[src/rtl/sdram_init_seq.sv]
// ============================================================================
// sdram_init_seq: SDRAM power-up initialisation (NOP wait, PRECHARGE ALL,
// N x AUTO REFRESH, LOAD MODE REGISTER) followed by an optional periodic
// refresh-request timer compiled in by defining SDRAM_REFRESH_TIMER_EN.
// Revision: 1.0
// ============================================================================
`default_nettype none

module sdram_init_seq #(
  parameter int          FREQ             = 50000000,
  parameter int          T_POWERUP_US     = 100,
  parameter int          T_RP_CYC         = 3,
  parameter int          T_RFC_CYC        = 9,
  parameter int          T_MRD_CYC        = 2,
  parameter int          N_INIT_REF       = 8,
  parameter logic [12:0] MODE_REG         = 13'h022,
  parameter int          REF_INTERVAL_CYC = 390
) (
  input  logic        i_clk,
  input  logic        i_rst,
  output logic        o_cke,
  output logic [3:0]  o_cmd,
  output logic [12:0] o_addr,
  output logic [1:0]  o_ba,
  output logic        o_init_done,
  output logic        o_ref_req,
  input  logic        i_ref_ack,
  output logic        o_ref_miss
);

  localparam int P  = FREQ / 1000000 * T_POWERUP_US;
  localparam int CW = ($clog2(P + 1) > 16) ? $clog2(P + 1) : 16;

  localparam logic [CW-1:0] C_PWR_LAST = CW'(P);
  localparam logic [CW-1:0] C_RP_LAST  = CW'(T_RP_CYC - 1);
  localparam logic [CW-1:0] C_RFC_LAST = CW'(T_RFC_CYC - 1);
  localparam logic [CW-1:0] C_MRD_LAST = CW'(T_MRD_CYC - 1);
  localparam logic [3:0]    C_N_REF    = 4'(N_INIT_REF);

  localparam logic [3:0] C_CMD_NOP  = 4'b0111;
  localparam logic [3:0] C_CMD_PRE  = 4'b0010;
  localparam logic [3:0] C_CMD_AREF = 4'b0001;
  localparam logic [3:0] C_CMD_LMR  = 4'b0000;

  typedef enum logic [2:0] {
    S_WAIT_PWR  = 3'd0,
    S_PRECHARGE = 3'd1,
    S_WAIT_RP   = 3'd2,
    S_REFRESH   = 3'd3,
    S_WAIT_RFC  = 3'd4,
    S_LOAD_MODE = 3'd5,
    S_WAIT_MRD  = 3'd6,
    S_DONE      = 3'd7
  } state_e;

  state_e         state_q, state_d;
  logic [CW-1:0]  cnt_q, cnt_d;
  logic [3:0]     ref_cnt_q, ref_cnt_d;
  logic           cke_q;

  always_ff @(posedge i_clk or posedge i_rst) begin
    if (i_rst) begin
      state_q   <= S_WAIT_PWR;
      cnt_q     <= '0;
      ref_cnt_q <= '0;
      cke_q     <= 1'b0;
    end else begin
      state_q   <= state_d;
      cnt_q     <= cnt_d;
      ref_cnt_q <= ref_cnt_d;
      cke_q     <= 1'b1;
    end
  end

  // The reset interval itself is not counted, so the power-up wait compares
  // against P rather than P-1 to give exactly P NOP cycles after release.
  always_comb begin
    state_d   = state_q;
    cnt_d     = cnt_q;
    ref_cnt_d = ref_cnt_q;
    o_cmd     = C_CMD_NOP;
    o_addr    = 13'h0000;
    case (state_q)
      S_WAIT_PWR: begin
        if (cnt_q == C_PWR_LAST) begin
          state_d = S_PRECHARGE;
          cnt_d   = '0;
        end else begin
          cnt_d = cnt_q + CW'(1);
        end
      end
      S_PRECHARGE: begin
        o_cmd   = C_CMD_PRE;
        o_addr  = 13'h0400;
        state_d = S_WAIT_RP;
      end
      S_WAIT_RP: begin
        if (cnt_q == C_RP_LAST) begin
          state_d = S_REFRESH;
          cnt_d   = '0;
        end else begin
          cnt_d = cnt_q + CW'(1);
        end
      end
      S_REFRESH: begin
        o_cmd     = C_CMD_AREF;
        ref_cnt_d = ref_cnt_q + 4'd1;
        state_d   = S_WAIT_RFC;
      end
      S_WAIT_RFC: begin
        if (cnt_q == C_RFC_LAST) begin
          state_d = (ref_cnt_q == C_N_REF) ? S_LOAD_MODE : S_REFRESH;
          cnt_d   = '0;
        end else begin
          cnt_d = cnt_q + CW'(1);
        end
      end
      S_LOAD_MODE: begin
        o_cmd   = C_CMD_LMR;
        o_addr  = MODE_REG;
        state_d = S_WAIT_MRD;
      end
      S_WAIT_MRD: begin
        if (cnt_q == C_MRD_LAST) begin
          state_d = S_DONE;
          cnt_d   = '0;
        end else begin
          cnt_d = cnt_q + CW'(1);
        end
      end
      S_DONE: begin
        state_d = S_DONE;
      end
      default: begin
        state_d = S_WAIT_PWR;
      end
    endcase
  end

  assign o_cke       = cke_q;
  assign o_ba        = 2'b00;
  assign o_init_done = (state_q == S_DONE);

`ifdef SDRAM_REFRESH_TIMER_EN
  localparam int            TW          = (REF_INTERVAL_CYC > 1) ? $clog2(REF_INTERVAL_CYC) : 1;
  localparam logic [TW-1:0] C_TMR_LAST  = TW'(REF_INTERVAL_CYC - 1);

  logic [TW-1:0] tmr_q, tmr_d;
  logic          ref_req_q, ref_req_d;
  logic          ref_miss_q, ref_miss_d;
  logic          expire;

  always_ff @(posedge i_clk or posedge i_rst) begin
    if (i_rst) begin
      tmr_q      <= '0;
      ref_req_q  <= 1'b0;
      ref_miss_q <= 1'b0;
    end else begin
      tmr_q      <= tmr_d;
      ref_req_q  <= ref_req_d;
      ref_miss_q <= ref_miss_d;
    end
  end

  // An expiry always wins over a same-cycle ack: the new interval is due.
  always_comb begin
    tmr_d      = tmr_q;
    ref_req_d  = ref_req_q;
    ref_miss_d = ref_miss_q;
    expire     = 1'b0;
    if (state_q == S_DONE) begin
      expire = (tmr_q == C_TMR_LAST);
      tmr_d  = expire ? '0 : tmr_q + TW'(1);
    end
    if (expire) begin
      ref_req_d = 1'b1;
      if (ref_req_q && !i_ref_ack) begin
        ref_miss_d = 1'b1;
      end
    end else if (ref_req_q && i_ref_ack) begin
      ref_req_d = 1'b0;
    end
  end

  assign o_ref_req  = ref_req_q;
  assign o_ref_miss = ref_miss_q;
`else
  logic unused_ref_ack;
  assign unused_ref_ack = i_ref_ack;
  assign o_ref_req      = 1'b0;
  assign o_ref_miss     = 1'b0;
`endif

endmodule

`default_nettype wire

[config.mk]
export PLATFORM = sky130hd
export DESIGN_NAME = sdram_init_seq
export DESIGN_NICKNAME = d
export VERILOG_FILES = /design/src/rtl/sdram_init_seq.sv
export SDC_FILE = /design/constraint.sdc
export NUM_CORES = 1
export LEC_CHECK = 0
export ABC_AREA = 1
export CORE_ASPECT_RATIO = 0.7
export CORE_MARGIN = 2
export CORE_UTILIZATION = 50
export DETAILED_ROUTE_END_ITERATION = 8
export HOLD_SLACK_MARGIN = 0.03
export PLACE_DENSITY_LB_ADDON = 0.15
export SLEW_MARGIN = 20
export SYNTH_ARGS = -nofsm -noshare
export SYNTH_HDL_FRONTEND = slang
export SYNTH_SLANG_ARGS = --single-unit
[constraint.sdc]
create_clock -name i_clk -period 1.8 [get_ports i_clk]
set_input_delay 0.36 -clock i_clk [delete_from_list [all_inputs] [get_ports i_clk]]
set_output_delay 0.36 -clock i_clk [all_outputs]
set_load 0.02 [all_outputs]
; ---- After elaboration in Yosys (flattened, before gate mapping)
; Cells that the tools add are included.
[op_classes]
magnitude_cmp = 0
shift = 0
n_div = 0
addsub = 2
n_eq_ne = 16
n_bitwise = 0
n_mul = 0
n_reduce_logical = 3
n_mux = 13
[ops]
columns = operator, count
row1 = $mux 16, 4
row2 = $pmux 16 s4, 1
row3 = $pmux 3 s8, 1
row4 = $pmux 11 s2, 1
row5 = $add 16x1->16 const B, 1
row6 = $eq 16x1->1 const B, 1
row7 = $eq 16x13->1 const B, 1
row8 = $eq 16x2->1 const B, 1
row9 = $eq 16x4->1 const B, 1
row10 = $mux 3, 5
row11 = $eq 3x3->1 const B, 4
row12 = $pmux 3 s3, 1
row13 = $ne 2x2->1 const B, 4
row14 = $eq 3x2->1 const B, 2
row15 = $add 4x1->4 const B, 1
row16 = $eq 4x4->1 const B, 1
row17 = $reduce_and 4->1, 1
row18 = $reduce_bool 4->1, 1
row19 = $eq 3x1->1 const B, 1
row20 = $logic_not 3->1, 1
[word_totals]
rom_bits = 0
memories = 0
latchBits = 0
register_bits = 24
word_cells = 38
out_inout_bits = 23
mem_bits_rw = 0
input_bits = 3

; ---- Logic depth before layout (Yosys ltp)
[logic_depth]
word_depth = 4
mapped_depth = 10
ltp_nobuf = 9

; ---- Worst setup path before layout
; Ideal clock, no wire load.
[synth_timing]
path_type = reg2out
start = register state_q[0]
end = output o_cmd[1]
t_arrival_ps = 1480
slack_ps = -40
required_ps = 1440
n_path_buf = 1
stages_incl_launch_ff = 5
path_cell_list = dfrtp_1 -> buf_2 -> nand2_1 -> nor2_1 -> o211ai_1
[synth_via]
elab_chain_len = 2
word_cells_on_any_way = 4
cone_classes = eq/ne: 3 / mux: 1
[synth_lines]
columns = item, line
row1 = start: declaration, 56  ; state_e state_q, state_d;
row2 = start signal: assignment, 68  ; state_q <= state_d;
row3 = $eq 3x3->1 (tied with other cells), 83  ; case (state_q)
row4 = $pmux 3 s3 (*), 83
row5 = end: declaration, 22  ; output logic [3:0] o_cmd,
; Mark *: on every way between the ends. The rest lies on a longest branch, timed or not.

; ---- Worst setup path after layout
[layout_timing]
start = register state_q[2]
end = output o_addr[10]
[layout_via]
elab_chain_len = 2
word_cells_on_any_way = 3
cone_classes = eq/ne: 2 / mux: 1
[layout_lines]
columns = item, line
row1 = $eq 3x3->1 or $eq 3x1->1 (tied branches), 83
row2 = $pmux 11 s2 (*), 83
row3 = end: declaration, 23  ; output logic [12:0] o_addr,
; Marked as above.

==> out/summary.txt <==
status -> complete, no violations
Fin Clk Skew -> 0.00698 ns
hpwl dp -> 2.77 mm
synth warn -> 0
Hold Fails Final Rpt -> 0
Crit path largest cell delay -> 0.47 ns
Design Power -> 0.00107 W
Post-Syn Area -> 0.00182 mm²
DRT Wirelength -> 3.59 mm
initial antenna violation count -> 0
worst-case reg-to-reg path depth -> 8
Wirelength per Cell -> 11.4 µm
Final period util -> 0.953
Peak VDD IR -> 295 µV
Via Count -> 1,486
unrepaired setup endpoints after global routing -> no
Root Driver -> clkbuf_8
clock-pin slew on the worst setup and hold paths -> 0.09 ns
post-route ant nets -> 0
register area share after synthesis -> 0.331
multi-input logic area -> 0.00102 mm²
Synth Instances -> 249
final setup fails -> 0
FILL cells -> 334
Critical Path AT -> 1.36 ns
CP max stage cell -> dfrtp_1
RR Startpoint -> cnt_q[0]$_DFFE_PP0P_
total of max-cap violations -> 0
Port Buffers -> 9
die area -> 0.00414 mm²
CP endpoint kind -> primary output
final net count -> 275
crit path cell chain -> buf_4 > nor2_1 > dlygate4sd2_1
Reg2Reg Setup Slack -> 0.20 ns
critical path type -> reg -> out
Max Slew Vio Count -> 0
clk sinks -> 24
drt pass-1 iters -> 4
routability cong. -> 0.857
CTS max path bufs -> 2
Residual DRC -> 0
ant diodes -> 0
effective utilization at floorplan -> 0.520
final instance area -> 0.00200 mm²
clock buffer count from CTS -> 3
layout cells sized above 1 -> 0.155
global-route wire length before repair -> 5.99 mm
Worst Hold Class -> in -> async
CTS H-Tree Depth -> 1
Worst-Skew Late Latency -> 0.28 ns
startpoint class of the critical path -> register
fmax -> 0.583 GHz
Overall Global Routing Usage -> 0.187
WP buf/inv -> 2
Avg Inst Size Synth -> 7.29 µm²
synth unique cells -> 32
post-synthesis register bit count -> 24
min Tclk post-route -> 1.72 ns
largest net degree at the start of global routing -> 25
Largest delay share family, worst path -> buffers and inverters
required time of the worst setup path -> 1.44 ns
Top-Level Pins -> 26
CTS tree -> built
Starting DRT DRC Count -> 97
P_leak -> 0.961 nW
core area -> 0.00349 mm²
Sequential Area -> 602 µm²
grt total ovfl -> 0
critical-path maximum fanout -> 5
cts hold-fix bufs -> 0
worst flop-to-flop path endpoint -> cnt_q[14]$_DFFE_PP0P_
PD cells -> 535 mW/mm²
row cnt -> 18
placed inst area -> 0.00194 mm²
via/cell ratio -> 4.72
Area Overhead vs Synth -> 10.1%
die width -> 76.0 µm
vias in the first global route -> 1,201
die height -> 54.4 µm
[worst min-delay path: cells and delay by family]
kind	cells	cell delay, ns
buffers and inverters	3	0.75
[registers in the layout (all words and copies together) (netlist names)]
register / count
cnt_q: 16
state_q: 3
ref_cnt_q: 4
o_cke: 1
[power by group]
group | switching (W) | total [W] | internal (W)
Clock | 0.000185 | 0.000483 | 0.000298
Sequential | 0.000000258 | 0.000540 | 0.000540
Combinational | 0.0000408 | 0.0000462 | 0.00000539
Total | 0.000226 | 0.00107 | 0.000843
[cell type report]
class	count	share of cell area
Clock inverter	1	0.0150
Timing Repair Buffer	19	0.0726
Inverter	27	0.0507
Clock buffer	3	0.0207
Sequential cell	24	0.301
Multi-Input combinational cell	191	0.508
Tap cell	50	0.0313
[logic make-up after synthesis]
kind of cell | after synthesis | synth area share
xor gates and xnor gates | 11 | 0.0531
other | 2 | 0.00414
buffers and inverters | 48 | 0.140
AOI/OAI and AO/OA | 14 | 0.0448
adders and majority gates | 6 | 0.0413
DFF | 24 | 0.331
and+or+nand+nor | 144 | 0.386
[worst max-delay path by stage]
stage | startpoint | to | slack, ns | cells past startpoint
final | state_q[2]$_DFFE_PP0P_ | o_addr[10] | 0.08 | 3
after global routing | cnt_q[0]$_DFFE_PP0P_ | cnt_q[14]$_DFFE_PP0P_ | 0.001 | 8
after CTS | state_q[1]$_DFFE_PP0P_ | o_cmd[1] | 0.02 | 5
after detailed placement | state_q[1]$_DFFE_PP0P_ | o_cmd[1] | -0.06 | 5
after global placement | state_q[1]$_DFFE_PP0P_ | o_cmd[1] | -0.06 | 5
after floorplan | state_q[0]$_DFFE_PP0P_ | o_cmd[1] | 0.09 | 4
[cell usage in the layout, fill, tap and decap left out, types with 3 or more instances in the layout]
| cell | Yosys | routed |
|---|---|---|
| buf_4 | 17 | 10 |
| clkbuf_8 | 0 | 3 |
| conb_1 | 2 | 16 |
| dfrtp_1 | 24 | 23 |
| dlygate4sd2_1 | 0 | 4 |
| ha_1 | 6 | 6 |
| inv_1 | 26 | 25 |
| nand2_1 | 62 | 62 |
| nand2_2 | 5 | 5 |
| nand3_1 | 20 | 20 |
| nand4_1 | 8 | 8 |
| nor2_1 | 30 | 29 |
| nor2_2 | 4 | 5 |
| nor3_1 | 4 | 4 |
| o21ai_0 | 8 | 8 |
| xnor2_1 | 3 | 3 |
| xor2_1 | 8 | 8 |
[timing repair]
action | in CTS | in global routing
hold endpoints to repair | 0 | 0
buffers inserted | 0 | 1
endpoints found under the setup margin | 7 | 3
pin swaps | 0 | 1
resized for setup | 13 | 3
[cells in the mapped netlist, drive strengths merged]
cell type / instances / area, µm²
inv: 27 / 101
nor3: 5 / 36.3
conb: 2 / 7.51
o21ai: 9 / 48.8
o22ai: 1 / 6.26
nand2: 67 / 264
nand4: 9 / 71.3
nand3: 23 / 138
a21oi: 3 / 18.8
and2: 2 / 17.5
nor4: 1 / 6.26
ha: 6 / 75.1
nand3b: 1 / 7.51
xnor2: 3 / 26.3
buf: 21 / 153
xor2: 8 / 70.1
o211ai: 1 / 7.51
dfrtp: 24 / 601
nor2: 36 / 160
[metrics by stage]
step	setup TNS [ns]	hold WS, ns	worst slack, ns	std cells	utilization
floorplan	0	0.375	0.0934	263	-
global placement	-0.0639	0.466	-0.0639	310	0.555
detailed placement	-0.0580	0.466	-0.0580	310	0.555
CTS	0	0.445	0.0176	314	0.575
global route	0	0.497	0.00135	315	0.572
finish	0	0.434	0.0842	315	0.572
[metal layers]
metal	up-vias	global-route usage	share of wire
li1	793	-	-
met1	660	0.294	0.56
met2	31	0.259	0.39
met3	2	0.0462	0.050
met4	0	0.0273	0.0022
met5	-	0	0
No activity file was read; power rests on OpenSTA's default activity.
